File: config.mk
export PLATFORM = sky130hd
export DESIGN_NAME = wb2uart_host
export DESIGN_NICKNAME = d
export VERILOG_FILES = /design/src/rtl/wb2uart_host.sv
export SDC_FILE = /design/constraint.sdc
export NUM_CORES = 1
export LEC_CHECK = 0
export ABC_AREA = 1
export BUFFER_PORTS_ARGS = -buffer_cell sky130_fd_sc_hd__buf_2
export CELL_PAD_IN_SITES_DETAIL_PLACEMENT = 1
export CELL_PAD_IN_SITES_GLOBAL_PLACEMENT = 1
export CORE_MARGIN = 5
export CORE_UTILIZATION = 46
export CTS_BUF_LIST = sky130_fd_sc_hd__clkbuf_4
export CTS_CLUSTER_SIZE = 10
export DETAILED_ROUTE_END_ITERATION = 16
export PLACE_DENSITY_LB_ADDON = 0.1
export RECOVER_POWER = 50
export SLEW_MARGIN = 20
export SYNTH_ARGS = -nofsm -noshare
export SYNTH_HDL_FRONTEND = slang
export SYNTH_SLANG_ARGS = --single-unit
File: constraint.sdc
create_clock -name app_clk -period 7.63 [get_ports app_clk]
set_input_delay 1.1445 -clock app_clk [delete_from_list [all_inputs] [get_ports app_clk]]
set_output_delay 1.1445 -clock app_clk [all_outputs]
set_load 0.05 [all_outputs]
File: src/rtl/wb2uart_host.sv
`default_nettype none
// ============================================================================
// Module      : wb2uart_host
// Description : Wishbone slave that turns each bus access into an ASCII
//               command line on a UART byte stream and parses the reply.
//               write -> "wm AAAAAAAA DDDDDDDD\n", read -> "rm AAAAAAAA\n".
//               The reply's hex digits (last 8, case-insensitive) are
//               collected up to LF; other reply bytes are ignored.
// Ports       : app_clk/arst_n      clock, async active-low reset
//               wbs_*               Wishbone slave (wbs_sel_i ignored)
//               tx_data_avail/tx_data/tx_rd   outgoing byte handshake
//               rx_ready/rx_wr/rx_data        incoming byte handshake
// Revision    : 1.0 - initial release
// ============================================================================
module wb2uart_host #(
  parameter int unsigned       TOUT_W   = 16,
  parameter logic [TOUT_W-1:0] TOUT_MAX = 16'hFFFF
) (
  input  logic        app_clk,
  input  logic        arst_n,
  input  logic        wbs_cyc_i,
  input  logic        wbs_stb_i,
  input  logic [31:0] wbs_adr_i,
  input  logic        wbs_we_i,
  input  logic [31:0] wbs_dat_i,
  input  logic [3:0]  wbs_sel_i,
  output logic [31:0] wbs_dat_o,
  output logic        wbs_ack_o,
  output logic        wbs_err_o,
  output logic        tx_data_avail,
  output logic [7:0]  tx_data,
  input  logic        tx_rd,
  output logic        rx_ready,
  input  logic        rx_wr,
  input  logic [7:0]  rx_data
);

  typedef enum logic [1:0] {
    S_IDLE    = 2'd0,
    S_TX_CMD  = 2'd1,
    S_RX_RESP = 2'd2,
    S_DONE    = 2'd3
  } state_t;

  localparam logic [7:0]        c_LF        = 8'h0A;
  localparam logic [7:0]        c_SP        = 8'h20;
  // Error fires on the cycle the counter would reach TOUT_MAX idle cycles.
  localparam logic [TOUT_W-1:0] c_TOUT_LAST = TOUT_MAX - 1'b1;

  state_t            r_state;
  state_t            w_next;
  logic [31:0]       r_adr;
  logic [31:0]       r_dat;
  logic              r_we;
  logic [4:0]        r_idx;
  logic [TOUT_W-1:0] r_tout;
  logic [31:0]       r_shreg;
  logic [31:0]       r_dat_o;
  logic              r_ack;
  logic              r_err;
  logic              r_rx_ready;

  logic              w_req;
  logic              w_last;
  logic              w_timeout;
  logic [7:0]        w_byte;
  logic [2:0]        w_adr_sel;
  logic [2:0]        w_dat_sel;
  logic [3:0]        w_adr_nib;
  logic [3:0]        w_dat_nib;
  logic              w_rx_hex;
  logic [3:0]        w_rx_nib;
  logic              w_unused;

  assign w_unused = &{1'b0, wbs_sel_i};

  function automatic logic [7:0] hex_char(input logic [3:0] n);
    return (n < 4'd10) ? {4'h3, n} : (8'h57 + {4'h0, n});
  endfunction

  assign w_req = wbs_cyc_i & wbs_stb_i;

  // Address digits sit at idx 3..10, data digits at idx 12..19; the nibble
  // number (7 = MSB) is a modulo-8 difference of the low index bits.
  assign w_adr_sel = 3'd2 - r_idx[2:0];
  assign w_dat_sel = 3'd3 - r_idx[2:0];
  assign w_adr_nib = r_adr[{w_adr_sel, 2'b00} +: 4];
  assign w_dat_nib = r_dat[{w_dat_sel, 2'b00} +: 4];
  assign w_last    = r_we ? (r_idx == 5'd20) : (r_idx == 5'd11);

  always_comb begin
    w_byte = 8'h00;
    if (r_idx == 5'd0)       w_byte = r_we ? 8'h77 : 8'h72;
    else if (r_idx == 5'd1)  w_byte = 8'h6D;
    else if (r_idx == 5'd2)  w_byte = c_SP;
    else if (r_idx <= 5'd10) w_byte = hex_char(w_adr_nib);
    else if (r_idx == 5'd11) w_byte = r_we ? c_SP : c_LF;
    else if (r_idx <= 5'd19) w_byte = hex_char(w_dat_nib);
    else if (r_idx == 5'd20) w_byte = c_LF;
  end

  always_comb begin
    w_rx_hex = 1'b1;
    w_rx_nib = 4'h0;
    if (rx_data >= 8'h30 && rx_data <= 8'h39)
      w_rx_nib = rx_data[3:0];
    else if ((rx_data >= 8'h61 && rx_data <= 8'h66) ||
             (rx_data >= 8'h41 && rx_data <= 8'h46))
      w_rx_nib = rx_data[3:0] + 4'd9;
    else
      w_rx_hex = 1'b0;
  end

  assign w_timeout = (r_state == S_RX_RESP) && !rx_wr && (r_tout == c_TOUT_LAST);

  always_ff @(posedge app_clk or negedge arst_n) begin
    if (!arst_n) r_state <= S_IDLE;
    else         r_state <= w_next;
  end

  always_comb begin
    w_next = r_state;
    unique case (r_state)
      S_IDLE:    if (w_req && !r_ack) w_next = S_TX_CMD;
      S_TX_CMD:  if (tx_rd && w_last) w_next = S_RX_RESP;
      S_RX_RESP: begin
        if (rx_wr && rx_data == c_LF) w_next = S_DONE;
        else if (w_timeout)           w_next = S_IDLE;
      end
      S_DONE:    w_next = S_IDLE;
    endcase
  end

  always_ff @(posedge app_clk or negedge arst_n) begin
    if (!arst_n) begin
      r_adr      <= 32'h0;
      r_dat      <= 32'h0;
      r_we       <= 1'b0;
      r_idx      <= 5'd0;
      r_tout     <= '0;
      r_shreg    <= 32'h0;
      r_dat_o    <= 32'h0;
      r_ack      <= 1'b0;
      r_err      <= 1'b0;
      r_rx_ready <= 1'b0;
    end else begin
      r_ack      <= 1'b0;
      r_err      <= 1'b0;
      r_rx_ready <= (w_next == S_IDLE) || (w_next == S_RX_RESP);
      unique case (r_state)
        S_IDLE: begin
          if (w_req && !r_ack) begin
            r_adr <= wbs_adr_i;
            r_dat <= wbs_dat_i;
            r_we  <= wbs_we_i;
            r_idx <= 5'd0;
          end
        end
        S_TX_CMD: begin
          if (tx_rd) begin
            r_idx <= r_idx + 5'd1;
            if (w_last) begin
              r_tout  <= '0;
              r_shreg <= 32'h0;
            end
          end
        end
        S_RX_RESP: begin
          if (rx_wr) begin
            r_tout <= '0;
            if (w_rx_hex) r_shreg <= {r_shreg[27:0], w_rx_nib};
          end else if (w_timeout) begin
            r_err <= 1'b1;
          end else begin
            r_tout <= r_tout + 1'b1;
          end
        end
        S_DONE: begin
          if (!r_we) r_dat_o <= r_shreg;
          // A master that abandoned the cycle gets no ack.
          r_ack <= w_req;
        end
      endcase
    end
  end

  assign wbs_dat_o     = r_dat_o;
  assign wbs_ack_o     = r_ack;
  assign wbs_err_o     = r_err;
  assign rx_ready      = r_rx_ready;
  assign tx_data_avail = (r_state == S_TX_CMD);
  assign tx_data       = (r_state == S_TX_CMD) ? w_byte : 8'h00;

endmodule
`default_nettype wire

==> reports/metrics.cfg, run 1 <==
[drt]
postRouteAntennaNets=0
drc=0
finalWirelength_um=19300
route.vias.total=6490
wl_per_cell_um=15.0
dr.pass1.iters=4
via_per_inst=5.04
drtIter0Drc=295

[logic_synthesis]
postSynthCellCount=948
synthXorXnorAreaFrac=0.00561
yosys.area_share.adder=0.0214
netlist_area_mm2=0.00758
synth_nets=1044
synthArstFlopShare=1.00
ys.flop_type=dfrtp_1
synth-warning-count=0
synth_seq_cells=155
yosysSeqAreaShare=0.511
syn_area_per_cell_um2=8.00
synth_compound_area_frac=0.121
muxShareOfSynthArea=0
ys_types=45
synthSimpleGateAreaFrac=0.259
synth_edf_count=0
synth_top_family_by_area=simple AND/OR/NAND/NOR gates

[global_routing]
groute.usage.overall=0.209
grt_pass1_wl_um=33400
antenna_found_initial=3
grt_overflow=0
grt_max_degree=92
grt_pass1_vias=6814

[clocking]
cts_setup_buffers=0
clkSinkCount=155
clockBufferDepth=2
clockRootBuffer=clkbuf_4
cts-buffers-inserted=17
htreeDepth=4
clk_pin_slew_ns=0.13
tritoncts=yes
cts_resized=0
ctsHoldBuffers=0
clock_latency_ns=0.57

[finish]
postLayoutCellArea_mm2=0.00855
drive_gt1_frac=0.178
regArea_mm2=0.00388
areaGrowthSynthToFinish_pct=12.7
nets=1149
n_fill_cell=2116
multi_input_area_mm2=0.00308

[floorplan]
start_util=0.464
num_io_pins=127
core_mm2=0.0163
die_x_um=138
rows=47
die_area_mm2=0.0192
dieHeight_um=138

[pwr]
p_per_area_mw_per_mm2=433
ir_drop_mv=0.238
p_leak_nw=4.41
power_mw=3.70

[timing]
fmax_mhz=172
worst_hold_slack_ns=0.492
finalHoldViolations=0
post-route-min-period_ns=5.83
setup_viol=0
slew_headroom=-2.27
fin_worst_skew_ns=0.0279
tightest_slew_ns=4.90
finalSetupTns_ns=0
rsz0062_at_grt=no
finalCritPeriodShare=0.764
drv_slew=202

[place]
portBuffers=121
dpl_cell_area_mm2=0.00832
place_congestion=0.810
dp_hpwl_um=13500

[setup_path]
path_delay_family=buffers and inverters
slowest_delay_ns=1.33
crit_chain=clkbuf_1 > ha_1 > xnor2_2 > inv_1 > o21ai_0 > inv_1 > ha_1 > nand3_1 > nand3_1 > o21bai_1 > inv_1 > a21oi_1 > buf_2
cp_data_required_time_ns=6.49
arrival_ns=4.68
critical_path.most_common_cell=inv_1
worstSetupPathType=register to output pin
critPathBufInv=5
worstPathMaxFanout=44
end_kind=output pin
cpMaxStageDelayCell=clkbuf_1
cp-start-kind=register

[job]
maxCapViolations=3

[outcome]
violations=max-capacitance violations, max-slew violations
run_status=finished, violations left

[worst_hold_path]
worstHoldPathType=register to register

power breakdown:
part	leakage (nW)	internal, mW	switching, mW	total [mW]
clock network	0.134	0.140	0.324	0.464
registers	2.01	1.16	0.191	1.35
logic	2.27	0.526	1.36	1.89
final timing paths:
path	from	endpoint	slack, ns	cells after the start
worst max register to register	r_idx[0]	r_shreg[1]	3.88	9
min in group asynchronous	arst_n	wbs_dat_o[12]	2.31	1
worst min register to register	r_dat[7]	r_dat[7]	0.49	2
max in group asynchronous	arst_n	r_dat[4]	2.56	2
worst max-delay path	r_idx[0]	tx_data[1]	1.80	13
worst min-delay path	r_dat[7]	r_dat[7]	0.49	2
layout make-up:
class | count | share of cell area
Antenna cell | 2 | 0.000586
Clock buffer | 18 | 0.0158
Clock inverter | 14 | 0.0129
Inverter | 112 | 0.0492
Multi-Input combinational cell | 641 | 0.361
Sequential cell | 155 | 0.454
Tap cell | 220 | 0.0322
Timing Repair Buffer | 126 | 0.0747
sequential cells by signal, indices dropped and copies added, names as in the netlist:
signal     flops
wbs_ack_o      1
wbs_dat_o     32
r_tout        16
r_shreg       32
r_we           1
wbs_err_o      1
r_adr         32
r_idx          5
r_state        2
r_dat         32
rx_ready       1
metrics by stage:
stage	setup slack (ns)	instances	utilization
floorplan	3.28	948	-
global placement	2.88	1254	0.509
detailed placement	2.88	1254	0.509
CTS	2.24	1286	0.524
global route	1.39	1288	0.523
finish	1.80	1288	0.523
per-layer routing:
layer  up-vias  wire length (um)  GRT usage
met3        16              1090     0.0687
met5         -                11          0
met2       102              9100      0.334
met4         2               206     0.0515
li1       3226                 -          -
met1      3144              8870      0.278
tightest hold or removal path: cells and delay by family (launching register included):
family / cells / cell delay, ns
flip-flops: 1 / 0.36
AND/OR/NAND/NOR: 2 / 0.11
Yosys cell counts, types with 8 or more instances:
cell	count	area (um2)
a21oi_1	25	125
clkbuf_1	26	97.6
dfrtp_1	155	3880
ha_1	13	163
inv_1	104	390
inv_2	8	30.0
nand2_1	290	1090
nand3_1	65	325
nand4_1	9	56.3
nor2_1	54	203
o21ai_0	125	626
layout by cell type, fill, tap and decap left out, types with 2 or more instances in the layout:
| cell type | count |
|---|---|
| a21oi_1 | 25 |
| a21oi_2 | 2 |
| a31oi_1 | 2 |
| buf_2 | 120 |
| buf_4 | 4 |
| clkbuf_1 | 2 |
| clkbuf_4 | 18 |
| clkinv_2 | 2 |
| clkinvlp_4 | 2 |
| dfrtp_1 | 155 |
| diode_2 | 2 |
| ha_1 | 13 |
| inv_1 | 104 |
| inv_2 | 8 |
| inv_6 | 7 |
| nand2_1 | 290 |
| nand2_2 | 4 |
| nand3_1 | 65 |
| nand3_4 | 2 |
| nand3b_1 | 2 |
| nand4_1 | 9 |
| nor2_1 | 54 |
| nor2_4 | 6 |
| nor3_1 | 7 |
| o2111ai_1 | 2 |
| o21a_1 | 2 |
| o21ai_0 | 125 |
| o21ai_1 | 4 |
| o22ai_1 | 3 |
| o31ai_1 | 2 |
| or2_2 | 4 |
| xor2_1 | 2 |
kinds of logic after synthesis:
family | Yosys count
and+or+nand+nor | 451
adders and majority gates | 13
buffers and inverters | 152
other | 1
xor gates and xnor gates | 4
AOI/OAI and AO/OA | 172
DFF | 155
(Power assumes the default switching activity.)
==> inputs of run 2 (changes only) <==
--- a/config.mk
+++ b/config.mk
@@ -5,12 +5,12 @@
 export SDC_FILE = /design/constraint.sdc
 export NUM_CORES = 1
 export LEC_CHECK = 0
-export ABC_AREA = 1
+export ABC_AREA = 0
 export BUFFER_PORTS_ARGS = -buffer_cell sky130_fd_sc_hd__buf_2
 export CELL_PAD_IN_SITES_DETAIL_PLACEMENT = 1
 export CELL_PAD_IN_SITES_GLOBAL_PLACEMENT = 1
 export CORE_MARGIN = 5
-export CORE_UTILIZATION = 46
+export CORE_UTILIZATION = 40
 export CTS_BUF_LIST = sky130_fd_sc_hd__clkbuf_4
 export CTS_CLUSTER_SIZE = 10
 export DETAILED_ROUTE_END_ITERATION = 16
==> constraint.sdc (replaced) <==
create_clock -name app_clk -period 4.7 [get_ports app_clk]
set_input_delay 0.705 -clock app_clk [delete_from_list [all_inputs] [get_ports app_clk]]
set_output_delay 0.705 -clock app_clk [all_outputs]
set_load 0.05 [all_outputs]
==> reports/metrics.cfg, run 2 <==
[outcome]
run_status=finished, violations left
violations=max-capacitance violations, max-slew violations

[place]
dpl_worst_slack_ns=0.806  ; -2.07 ns
portBuffers=121  ; unchanged
place_congestion=0.908  ; +12%
dp_hpwl_um=13500  ; -0.19%
dpl_cell_area_mm2=0.00815  ; -2.0%

[global_routing]
antenna_found_initial=2  ; -1
grt_max_degree=98  ; +6.5%
grt_pass1_vias=6477  ; -4.9%
groute.usage.overall=0.184  ; -0.0248
grt_overflow=0  ; unchanged
grt_pass1_wl_um=32100  ; -4.0%

[pwr]
p_leak_nw=4.28  ; -2.9%
ir_drop_mv=0.385  ; +62%
p_per_area_mw_per_mm2=580  ; +34%

[floorplan]
start_util=0.406  ; -0.0574
die_area_mm2=0.0211  ; +10%
num_io_pins=127  ; unchanged
die_x_um=145  ; +5.0%
dieHeight_um=145  ; +5.0%
core_mm2=0.0180  ; +10%
rows=49  ; +4.3%

[logic_synthesis]
ys_types=56  ; +24%
synth_edf_count=0  ; unchanged
netlist_area_mm2=0.00733  ; -3.4%
ys.flop_type=dfrtp_1
synth-warning-count=0  ; unchanged
yosys.area.top_type=dfrtp_1
synth_seq_cells=155  ; unchanged
synth.area.top_cells=dfrtp_1, nand2_1, mux2_2, mux4_2, o21ai_0
netlist.area_leader.share=0.529  ; +0.0179
postSynthCellCount=752  ; -21%
yosysSeqAreaShare=0.529  ; +0.0179
synth_nets=848  ; -19%
yosysMostFrequentCell=nand2_1
syn_area_per_cell_um2=9.74  ; +22%
synthTopCellsByCount=nand2_1, dfrtp_1, o21ai_0, mux2_2, clkbuf_1
synthArstFlopShare=1.00  ; unchanged

[clocking]
clk_pin_slew_ns=0.14  ; about the same
cts-buffers-inserted=17  ; unchanged
tritoncts=yes
clock_latency_ns=0.57  ; about the same
clkSinkCount=155  ; unchanged
ctsHoldBuffers=0  ; unchanged
clockRootBuffer=clkbuf_4
clockBufferDepth=2  ; unchanged
cts_setup_buffers=0  ; unchanged
htreeDepth=4  ; unchanged
cts_resized=0  ; unchanged

[setup_path]
cp_data_required_time_ns=3.99  ; -2.50 ns
worstPathMaxFanout=10  ; -77%
cpMaxStageDelayCell=mux4_2
end_kind=output pin
slowest_delay_ns=0.68  ; -0.65 ns
cp-start-kind=register
crit_chain=buf_4 > ha_1 > xor2_1 > mux4_2 > nor2b_1 > mux2i_1 > nand2_1 > a31oi_1 > buf_2
arrival_ns=3.66  ; -1.02 ns
worstSetupPathType=register to output pin

[drt]
route.vias.total=5750  ; -11%
via_per_inst=5.20  ; +3.3%
dr.pass1.iters=4  ; unchanged
wl_per_cell_um=17.0  ; +14%
finalWirelength_um=18800  ; -2.5%
postRouteAntennaNets=0  ; unchanged
drtIter0Drc=259  ; -12%
drc=0  ; unchanged

[finish]
postLayoutCellArea_mm2=0.00838  ; -2.0%
final_common_cell=nand2_1
areaGrowthSynthToFinish_pct=14.3
final_cell_mix=nand2_1, dfrtp_1, buf_2, o21ai_0, mux2_2
nets=960  ; -16%
drive_gt1_frac=0.246  ; +0.0675

[timing]
setup_viol=0  ; unchanged
finalHoldViolations=0  ; unchanged
fmax_mhz=229
worst_slack_ns=0.336  ; -1.46 ns
finalCritPeriodShare=0.928
post-route-min-period_ns=4.36
finalSetupTns_ns=0  ; unchanged
fin_worst_skew_ns=0.0211  ; -0.00680 ns
drv_slew=193  ; -4.5%
slew_headroom=-0.666  ; +1.60
tightest_slew_ns=2.50  ; -2.40 ns
rsz0062_at_grt=no

[worst_hold_path]
worstHoldPathType=primary input to register

[job]
maxCapViolations=4  ; +1

run 2: power breakdown:
| group | internal, mW | total, mW | switching [mW] | leakage [nW] |
|---|---|---|---|---|
| clock network | 0.267 | 0.754 | 0.486 | 0.134 |
| registers | 1.63 | 1.88 | 0.244 | 2.06 |
| logic | 0.837 | 2.23 | 1.39 | 2.08 |
run 2: through the flow:
step / total power, mW / cells / hold slack, ns / utilization
2_1_floorplan: 3.53 / 752 / 0.409 / -
3_3_place_gp: 4.05 / 1074 / 0.455 / 0.452
3_5_place_dp: 4.16 / 1074 / 0.458 / 0.452
4_1_cts: 4.93 / 1104 / 0.218 / 0.466
5_1_grt: 5.21 / 1105 / 0.266 / 0.465
6_report: 4.86 / 1105 / 0.309 / 0.465
run 2: cells by family after synthesis:
group,Yosys count,share of synthesized area
flip-flops,155,0.529
buffers and inverters,51,0.0306
other,1,0.000512
XOR/XNOR,9,0.0108
multiplexers,65,0.117
AO/OA/AOI/OAI,105,0.0868
AND/OR/NAND/NOR,353,0.203
adder cells (fa/ha/maj),13,0.0222
run 2: layout make-up:
type / count / area, um2
Inverter: 13 / 48.8
Tap cell: 229 / 287
Clock buffer: 19 / 143
Antenna cell: 1 / 2.50
Clock inverter: 11 / 98.8
Timing Repair Buffer: 131 / 669
Multi-Input combinational cell: 546 / 3250
Fill cell: 2114 / 9650
Sequential cell: 155 / 3880
run 2: worst max-delay path: cells and delay by family, from the launching register on:
family	cells	cell delay, ns
XOR/XNOR	1	0.47
adder cells (fa/ha/maj)	1	0.19
multiplexers	2	0.89
buffers and inverters	2	0.58
flip-flops	1	0.51
AND/OR/NAND/NOR	2	0.27
AO/OA/AOI/OAI	1	0.19
run 2: path summary, 6_finish.rpt:
check	start	end	slack [ns]	cells past startpoint
min	wbs_dat_i[6]	r_dat[6]	0.31	3
min reg2reg	r_adr[0]	r_adr[0]	0.49	2
min in group asynchronous	arst_n	r_dat[6]	0.86	1
max in group asynchronous	arst_n	wbs_dat_o[27]	1.28	2
max reg2reg	r_idx[1]	r_shreg[30]	1.82	8
max	r_idx[0]	tx_data[2]	0.34	9
run 2: layer usage:
layer | vias up | global-route usage | routed length (um)
li1 | 2757 | - | -
met1 | 2867 | 0.235 | 8440
met2 | 97 | 0.315 | 9420
met3 | 27 | 0.0358 | 614
met4 | 2 | 0.0634 | 307
met5 | - | 0 | 7
==> inputs of run 3 (changes only) <==
--- a/config.mk
+++ b/config.mk
@@ -15,7 +15,7 @@
 export CTS_CLUSTER_SIZE = 10
 export DETAILED_ROUTE_END_ITERATION = 16
 export PLACE_DENSITY_LB_ADDON = 0.1
-export RECOVER_POWER = 50
+export RECOVER_POWER = 100
 export SLEW_MARGIN = 20
 export SYNTH_ARGS = -nofsm -noshare
 export SYNTH_HDL_FRONTEND = slang
==> reports/metrics.cfg, run 3 (same netlist as run 2, synthesis figures left out) <==
[setup_path]
worstSetupPathType=register to output pin
reg2reg_from=r_idx[1]
arrival_ns=3.68  ; +0.02 ns
cp-start-kind=register
end_kind=output pin
cpMaxStageDelayCell=mux4_2
reg2reg_slack_ns=0.67  ; -1.15 ns
slowest_delay_ns=0.68  ; about the same
rr_endpoint=r_shreg[30]
cp_data_required_time_ns=3.99  ; about the same
crit_chain=buf_4 > ha_1 > xor2_1 > mux4_2 > nor2b_1 > mux2i_1 > nand2_1 > a31oi_1 > clkbuf_2
worstPathMaxFanout=10  ; unchanged
ff2ff_path_depth=8  ; unchanged

[finish]
areaGrowthSynthToFinish_pct=13.2
postLayoutCellArea_mm2=0.00830  ; -0.99%
fin_util=0.460  ; -0.00458
final_cells=1105  ; unchanged
n_fill_cell=2136  ; +1.0%
final_cell_mix=nand2_1, dfrtp_1, buf_2, o21ai_0, clkbuf_1
nets=960  ; unchanged
final_common_cell=nand2_1
drive_gt1_frac=0.197  ; -0.0491

[clocking]
cts-buffers-inserted=17  ; unchanged
cts_setup_buffers=0  ; unchanged
tritoncts=yes
clkSinkCount=155  ; unchanged
clk_pin_slew_ns=0.14  ; about the same
htreeDepth=4  ; unchanged
clockRootBuffer=clkbuf_4
clockBufferDepth=2  ; unchanged
clock_latency_ns=0.58  ; about the same

[place]
placed_cells=1074  ; unchanged
place_congestion=0.908  ; unchanged
portBuffers=121  ; unchanged
dp_hpwl_um=13500  ; unchanged
dpl_cell_area_mm2=0.00815  ; unchanged

[floorplan]
core_mm2=0.0180  ; unchanged
dieHeight_um=145  ; unchanged
die_area_mm2=0.0211  ; unchanged
start_util=0.406  ; unchanged
num_io_pins=127  ; unchanged
die_x_um=145  ; unchanged
rows=49  ; unchanged

[timing]
drv_slew=370  ; +92%
fmax_mhz=228  ; -0.51%
fin_worst_skew_ns=0.0202  ; -0.000866 ns
slew_headroom=-0.955  ; -0.289
finalSetupTns_ns=0  ; unchanged
rsz0062_at_grt=no
finalCritPeriodShare=0.933  ; +0.00476
setup_viol=0  ; unchanged
tightest_slew_ns=2.93  ; +0.433 ns
post-route-min-period_ns=4.39  ; +0.0224 ns
finalHoldViolations=0  ; unchanged

[drt]
wl_per_cell_um=17.0  ; +0.19%
drc=0  ; unchanged
drtIter0Drc=235  ; -9.3%
met2_length_um=9470  ; +0.53%
route.vias.total=5740  ; -0.17%
postRouteAntennaNets=0  ; unchanged
finalWirelength_um=18800  ; +0.19%
via_per_inst=5.19  ; -0.17%
routed.top_layer=met5
met3_length_um=709  ; +15%
met1_length_um=8390  ; -0.58%
dr.pass1.iters=4  ; unchanged

[worst_hold_path]
worstHoldPathType=primary input to register
min_path_cells=3  ; unchanged
holdPathEnd=r_dat[6]
hold_path.startpoint=wbs_dat_i[6]

[global_routing]
groute.usage.overall=0.184  ; unchanged
antenna_found_initial=2  ; unchanged
grt_pass1_wl_um=32100  ; unchanged
grt_max_degree=98  ; unchanged
grt_pass1_vias=6477  ; unchanged
grt_overflow=0  ; unchanged

[pwr]
p_leak_nw=4.11  ; -4.0%
p_per_area_mw_per_mm2=586  ; +0.98%
ir_drop_mv=0.383  ; -0.60%
power_mw=4.86  ; about the same

[outcome]
violations=max-capacitance violations, max-slew violations
run_status=finished, violations left

[job]
maxCapViolations=7  ; +3

-- run 3: power breakdown --
group | switching, mW | leakage (nW) | internal [mW] | total, mW
logic | 1.39 | 1.91 | 0.834 | 2.23
registers | 0.242 | 2.06 | 1.63 | 1.88
clock network | 0.488 | 0.134 | 0.267 | 0.755
-- run 3: repair_timing --
action | in CTS | in global routing
hold buffers | 0 | 0
gates resized for setup | 0 | 1
endpoints found under the hold margin | 0 | 0
endpoints found under the setup margin | 0 | 3
-- run 3: layout make-up --
cell class	count	area [um2]	share of cell area
sequential	155	3880	0.468
multi-input combinational	546	3220	0.388
timing repair buffer	131	619	0.0747
tap	229	287	0.0345
clock buffer	19	143	0.0172
clock inverter	11	98.8	0.0119
inverter	13	48.8	0.00588
antenna	1	2.50	0.000302
-- run 3: worst max path at each step --
stage | startpoint | end | slack, ns | depth (start not counted)
after global placement | r_idx[0] | tx_data[2] | 0.93 | 11
after CTS | r_idx[0] | tx_data[2] | 0.14 | 9
after global routing | r_idx[1] | tx_data[2] | 0.1 | 11
after detailed placement | r_idx[0] | tx_data[2] | 0.81 | 11
after floorplan | r_idx[0] | tx_data[2] | 0.53 | 13
final | r_idx[0] | tx_data[2] | 0.31 | 9
-- run 3: per-stage QoR --
step / setup WS [ns] / hold WS (ns)
after detailed placement: 0.806 / 0.458
after CTS: 0.139 / 0.218
after floorplan: 0.531 / 0.409
after global routing: 0.0990 / 0.266
after global placement: 0.930 / 0.455
final: 0.314 / 0.302
-- run 3: critical path: cells and delay by family (launching register included) --
family | cells | cell delay (ns)
mux | 2 | 0.89
buf+inv | 2 | 0.59
simple gates | 2 | 0.27
compound gates | 1 | 0.20
flops | 1 | 0.51
xor+xnor | 1 | 0.47
fa+ha+maj | 1 | 0.19
-- run 3: per-layer routing --
layer	track usage	vias up
li1	-	2750
met5	0	-
met3	0.0358	24
met1	0.235	2867
met4	0.0634	2
met2	0.315	97
